**config.mk**
```make
export PLATFORM = sky130hd
export DESIGN_NAME = sm_mult_sequencer
export DESIGN_NICKNAME = d
export VERILOG_FILES = /design/src/rtl/sm_mult_sequencer.sv
export SDC_FILE = /design/constraint.sdc
export NUM_CORES = 1
export LEC_CHECK = 0
export ABC_AREA = 1
export ABC_CLOCK_PERIOD_IN_PS = 1700
export CORE_ASPECT_RATIO = 1.4
export CORE_MARGIN = 1
export CORE_UTILIZATION = 31
export DETAILED_ROUTE_END_ITERATION = 8
export PLACE_DENSITY_LB_ADDON = 0.15
export SETUP_SLACK_MARGIN = 0.3
export SYNTH_ARGS = -nofsm -noshare
export SYNTH_HDL_FRONTEND = slang
export SYNTH_SLANG_ARGS = --single-unit
export TNS_END_PERCENT = 10
```
**constraint.sdc**
```tcl
create_clock -name clk -period 1.7 [get_ports clk]
set_input_delay 0.425 -clock clk [delete_from_list [all_inputs] [get_ports clk]]
set_output_delay 0.425 -clock clk [all_outputs]
set_load 0.02 [all_outputs]
```
**src/rtl/sm_mult_sequencer.sv**
```systemverilog
// Sequential sign-magnitude multiplier: N-step shift-add on one shared N-bit adder,
// followed by a sign-apply stage that yields a two's complement product.
module sm_mult_sequencer #(
  parameter int N = 5
) (
  input  logic           clk,
  input  logic           rst_n,
  input  logic           start,
  input  logic [N-1:0]   a_mag,
  input  logic           a_sign,
  input  logic [N-1:0]   b_mag,
  input  logic           b_sign,
  output logic           busy,
  output logic           done,
  output logic [2*N:0]   product
);

  localparam int CW = (N > 1) ? $clog2(N) : 1;
  localparam logic [CW-1:0] CNT_LAST = CW'(N - 1);

  typedef enum logic [1:0] {
    IDLE,
    MULT,
    CONV,
    DONE
  } state_t;

  state_t          state, state_next;
  logic [N-1:0]    acc;
  logic [N-1:0]    mplier;
  logic [N-1:0]    mcand;
  logic            sign_r;
  logic [CW-1:0]   cnt;

  logic [N-1:0]    addend;
  logic [N:0]      sum;
  logic [2*N:0]    mag;
  logic            accept;

  // The edge that leaves DONE is the return to IDLE, so a held start is taken
  // there directly; that keeps back-to-back throughput at one op per N+2 cycles.
  assign accept = start && (state == IDLE || state == DONE);

  assign addend = mplier[0] ? mcand : '0;
  assign sum    = {1'b0, acc} + {1'b0, addend};
  assign mag    = {1'b0, acc, mplier};

  assign busy = (state != IDLE);
  assign done = (state == DONE);

  always_ff @(posedge clk or negedge rst_n) begin
    if (!rst_n) begin
      state <= IDLE;
    end else begin
      // NOTE: sequential state uses non-blocking assignments so every register
      // samples pre-edge values, independent of block ordering.
      state <= state_next;
    end
  end

  always_comb begin
    // NOTE: default first so no path through the case leaves state_next
    // unassigned, which would otherwise infer a latch.
    state_next = state;
    unique case (state)
      IDLE: if (start) state_next = MULT;
      MULT: if (cnt == CNT_LAST) state_next = CONV;
      CONV: state_next = DONE;
      DONE: state_next = start ? MULT : IDLE;
      default: state_next = IDLE;
    endcase
  end

  always_ff @(posedge clk or negedge rst_n) begin
    if (!rst_n) begin
      // NOTE: every datapath register is cleared so an aborted op leaves no
      // residue and product reads zero straight out of reset.
      acc     <= '0;
      mplier  <= '0;
      mcand   <= '0;
      sign_r  <= 1'b0;
      cnt     <= '0;
      product <= '0;
    end else if (accept) begin
      mcand  <= a_mag;
      mplier <= b_mag;
      sign_r <= a_sign ^ b_sign;
      acc    <= '0;
      cnt    <= '0;
    end else if (state == MULT) begin
      // {acc, mplier} <= {sum, mplier} >> 1
      acc    <= sum[N:1];
      mplier <= {sum[0], mplier[N-1:1]};
      cnt    <= cnt + 1'b1;
    end else if (state == CONV) begin
      // Negative zero wraps to zero through the +1.
      product <= (mag ^ {(2*N+1){sign_r}}) + {{(2*N){1'b0}}, sign_r};
    end
  end

endmodule

```
After elaboration in Yosys (flattened, before gate mapping)
Cells that the tools add are included.
{"block": "op_classes", "add_sub_neg": 3, "n_mul": 0, "n_div": 0, "magnitude_cmp": 0, "eq_ne": 6, "n_shift": 0, "muxes": 11, "n_bitwise": 4, "reduce_logical": 7}
{"operator": "two-way mux 5 bit", "count": 5}
{"operator": "adder 11 x 1 -> 11 bit", "count": 1}
{"operator": "XOR 10 x 11 -> 11 bit", "count": 1}
{"operator": "case mux 2 bit (4 select lines)", "count": 1}
{"operator": "adder 5 x 5 -> 6 bit", "count": 1}
{"operator": "two-way mux 3 bit", "count": 2}
{"operator": "equality test 2 bit, second input constant", "count": 2}
{"operator": "two-way mux 2 bit", "count": 2}
{"operator": "inequality test 2 bit, second input constant", "count": 2}
{"operator": "nonzero test 2 bit", "count": 2}
{"operator": "adder 3 x 1 -> 3 bit, second input constant", "count": 1}
{"operator": "equality test 3 bit, second input constant", "count": 1}
{"operator": "AND reduction 3 bit", "count": 1}
{"operator": "equality test 2 x 1 -> 1 bit, second input constant", "count": 1}
{"operator": "logical NOT 2 bit", "count": 1}
{"operator": "inverter 1 bit", "count": 2}
{"operator": "AND reduction 2 bit", "count": 1}
{"operator": "logical AND 1 bit", "count": 1}
{"operator": "logical OR 1 bit", "count": 1}
{"operator": "two-way mux 1 bit", "count": 1}
{"operator": "XOR 1 bit", "count": 1}
{"block": "totals", "reg_bits": 32, "latch_bits": 0, "ram_bits": 0, "romBits": 0, "inputBits": 15, "out_inout_bits": 13, "elab_cells": 38, "n_memories": 0}

Logic depth before layout (Yosys ltp)
{"block": "depth", "word_depth": 5, "mapped_depth": 11, "depth_no_buf": 11}

Least setup slack after synthesis
Ideal clock, no wire load.
{"block": "synth_path", "kind": "register to register", "startpoint": "register mplier[0]", "endpoint": "register acc[3]", "setup_time_ns": 0.132, "arrival_ns": 1.508, "required_time_ns": 1.568, "slack_ns": 0.060, "stages_incl_launch_ff": 12, "period_less_slack_ns": 1.640, "path_cell_list": "dfrtp_1 > nand2_1 > inv_1 > ha_1 > inv_1 > fa_1 > inv_1 > nand2_1 > a21oi_1 > o21ai_0 > nand2_1 > o22ai_1"}
{"block": "synth_between", "elab_chain_len": 4}
{"element": "from (decl)", "line": "30", "source": "logic [N-1:0] mplier;"}
{"element": "from (signal assigned)", "line": "86", "source": "mplier <= b_mag;"}
{"element": "from (signal assigned)", "line": "93", "source": "mplier <= {sum[0], mplier[N-1:1]};"}
{"element": "two-way mux 5 bit", "line": "44", "source": "assign addend = mplier[0] ? mcand : '0;"}
{"element": "adder 5 x 5 -> 6 bit", "line": "45", "source": "assign sum = {1'b0, acc} + {1'b0, addend};"}
{"element": "two-way mux 5 bit", "line": "90", "source": "end else if (state == MULT) begin"}
{"element": "two-way mux 5 bit", "line": "84", "source": "end else if (accept) begin"}
{"element": "to (signal assigned)", "line": "92", "source": "acc <= sum[N:1];"}
{"element": "to (decl)", "line": "29", "source": "logic [N-1:0] acc;"}
Every way passes these cells. The select of a mux whose other input is x is not followed.
A chain may end at the register's enable or synchronous reset.

Worst setup path after layout
Ends and elaborated chain as after synthesis.

==> reports/qor.csv <==
stage;metric;value;unit
die;core area;0.006211;sq mm
synthesis;EDFF count, synth;0;
die;FP Rows;34;
synthesis;yosys warns;0;
synthesis;most common cell in the netlist;nand2_1;
synthesis;Async SR Flop Fraction;100.0;%
run_status;outcome;finished clean;
finish;fill count;647;
routing;Wirelength per Cell;11.78;um
routing;first-pass detailed-route iteration total;4;
clock_tree;TritonCTS Buffers;5;
sta;Slew @ Worst Pin;0.1920;ns
grt;All-Layer GR Usage;14.38;%
routing;DRT iter0 DRCs;64;
placement;Final Wtd Congestion;0.7490;
worst_setup_path;Slowest Stage Delay on Critical Path;0.40;ns
synthesis;top cells by count, synth;nand2_1 (85), dfrtp_1 (32), inv_1 (32), ha_1 (14);
synthesis;#FFs+latches synth;32;
clock_tree;CTS tree;yes;
clock_tree;hold_buf cts;0;
clock_tree;worst-case clock buffer depth;2;
worst_setup_path;slowest CP cell;dfrtp_1;
placement;dpl cells;369;
synthesis;syn_nets;282;
clock_tree;htree depth;2;
die;area of the die;0.006776;sq mm
grt;vias in the first global route;1696;
finish;Layout Utilization;43.88;%
sta;post-route clock period utilization;93.92;%
clock_tree;clock root buffer;clkbuf_8;
synthesis;Synth area leader;dfrtp_1;
routing;via count;1709;
finish;multi-input logic area;0.001131;sq mm
finish;area delta synth->final;36.38;%
worst_hold_path;hold-critical path depth;2;
placement;hpwl dp;3550;um
sta;fmax;626.3;MHz
synthesis;Post-Syn Instances;252;
synthesis;register area share after synthesis;40.08;%
synthesis;ranking of synthesized cells by area;dfrtp_1 (40%), nand2_1 (16%), ha_1 (8.8%);
synthesis;Mapped Avg Cell Area;7.929;sq um
worst_setup_path;Setup crit end kind;flop;
worst_setup_path;Worst Path Class, Setup;flop to flop;
worst_hold_path;Worst Hold Class;flop to flop;
finish;Sequential cell area;802.0;sq um
die;Initial Utilization;32.17;%
power;Pleak;1.376;nW
sta;minimum clock period;1.597;ns
worst_setup_path;Reg2Reg Depth;11;
sta;RSZ-0062 raised after global routing;true;
grt;antenna violations before repair;0;
finish;fin nets;337;
synthesis;Synth top area share;40.08;%
power;VDD IR max;0.8207;mV
power;Power Dens Cells;1861;mW/mm^2
worst_setup_path;Startpoint Class;flop;
finish;Non-Filler Instances;379;
job;max cap viols;0;
placement;IO Port Bufs;27;
synthesis;Primary FF master, synth;dfrtp_1;
die;IO Count;28;
grt;largest net degree at the start of global routing;33;
finish;ANT cells;0;
sta;max-slew violation count;0;
routing;final antenna-violating net count;0;
die;Die Y-Extent;97.00;um
worst_setup_path;WP data arrival;1.77;ns
finish;share of layout cells above drive strength 1;32.57;%
worst_setup_path;crit-path cells;nand2_1 -> inv_1 -> ha_2 -> inv_2 -> fa_2 -> inv_2 -> nand2_2 -> a21oi_2 -> o21ai_1 -> nand2_1 -> o22ai_1;
worst_setup_path;CP required;1.87;ns
sta;Setup Skew;0.008793;ns
synthesis;Synth cell types;36;
die;Die Width;69.86;um
sta;final hold vios;0;
sta;Setup violations, final;0;
grt;first-pass GRT wire length;7617;um
worst_setup_path;crit path max fanout;3;
routing;Residual DRC;0;
sta;Worst slew margin;87.14;%
routing;drt total wl;4463;um
power;Overall Power;5.070;mW
routing;drt via density;4.509;
clock_tree;Worst-path clk slew;0.07;ns
clock_tree;clk sinks;32;
clock_tree;worst-skew pair later-pin latency;0.28;ns
grt;Overflow after GRT;0;
synthesis;Mapped Area;0.001998;sq mm
## final cells by class
class                      count  share of cell area, %
timing repair buffer          51                  16.16
sequential                    32                  29.43
inverter                      39                  5.785
tap                           72                  3.306
clock buffer                   7                  3.535
timing repair inverter         1                 0.2755
multi-input combinational    177                  41.51
## kinds of logic after synthesis
group,count (synthesis),share of synthesized area [%]
fa+ha+maj,15,9.768
xor+xnor,5,2.192
compound gates,29,9.017
simple gates,128,30.25
buf+inv,43,8.704
flops,32,40.08
## where the power goes
group | switching, mW | internal, mW
Combinational | 1.81 | 1.32
Sequential | 0.209 | 1.09
Clock | 0.273 | 0.360
## per-layer routing
metal	track usage (%)	wire length [um]	vias up
met5	0	0	-
met4	6.308	104	0
met3	2.813	111	8
met2	27.51	2549	20
met1	14.63	1697	780
li1	-	-	901
## path summary, 6_finish.rpt
check / from / endpoint / slack, ns
max: mplier[0] / acc[3] / 0.10
min: product[5] / product[5] / 0.48
max reg2reg: mplier[0] / acc[3] / 0.10
min reg2reg: product[5] / product[5] / 0.48
max in group asynchronous: rst_n / sign_r / 1.00
min in group asynchronous: rst_n / mcand[4] / 0.50
## per-stage QoR
step	hold slack (ns)	setup WS [ns]	cell area, sq um	TNS (ns)
floorplan	0.1294	0.1279	2018	0
global placement	0.4633	-0.01649	2537	-0.01649
finish	0.4802	0.1033	2725	0
detailed placement	0.4654	-0.03173	2537	-0.1203
global route	0.5064	-0.02225	2725	-0.03532
CTS	0.4809	0.05268	2650	0
## flip-flops by register name, indices dropped and copies added, names as in the netlist
register	count
product	11
sign_r	1
state	2
mcand	5
cnt	3
mplier	5
acc	5
## critical path, delay by kind of cell, from the launching register on
| kind | cells | cell delay (ns) |
|---|---|---|
| adders and majority gates | 2 | 0.50 |
| DFF | 1 | 0.40 |
| AOI/OAI and AO/OA | 3 | 0.25 |
| and+or+nand+nor | 3 | 0.17 |
| buffers and inverters | 3 | 0.15 |
## cells in the final DEF (no fill, tap or decap), drive strengths merged, types with 10 or more instances in the layout
| cell type | count |
|---|---|
| nand2 | 99 |
| inv | 37 |
| dfrtp | 32 |
| buf | 27 |
| clkbuf | 16 |
| clkdlybuf4s50 | 14 |
| nand3 | 14 |
| ha | 14 |
| o21ai | 10 |
| nor2 | 10 |
## what timing repair did
item	in CTS	in global routing
endpoints found under the hold margin	0	0
setup endpoints to repair	44	43
setup buffers	2	0
gates cloned	0	1
gates resized for setup	32	52
pin swaps	3	11
Note: power is estimated with default switching activity, not from simulation.
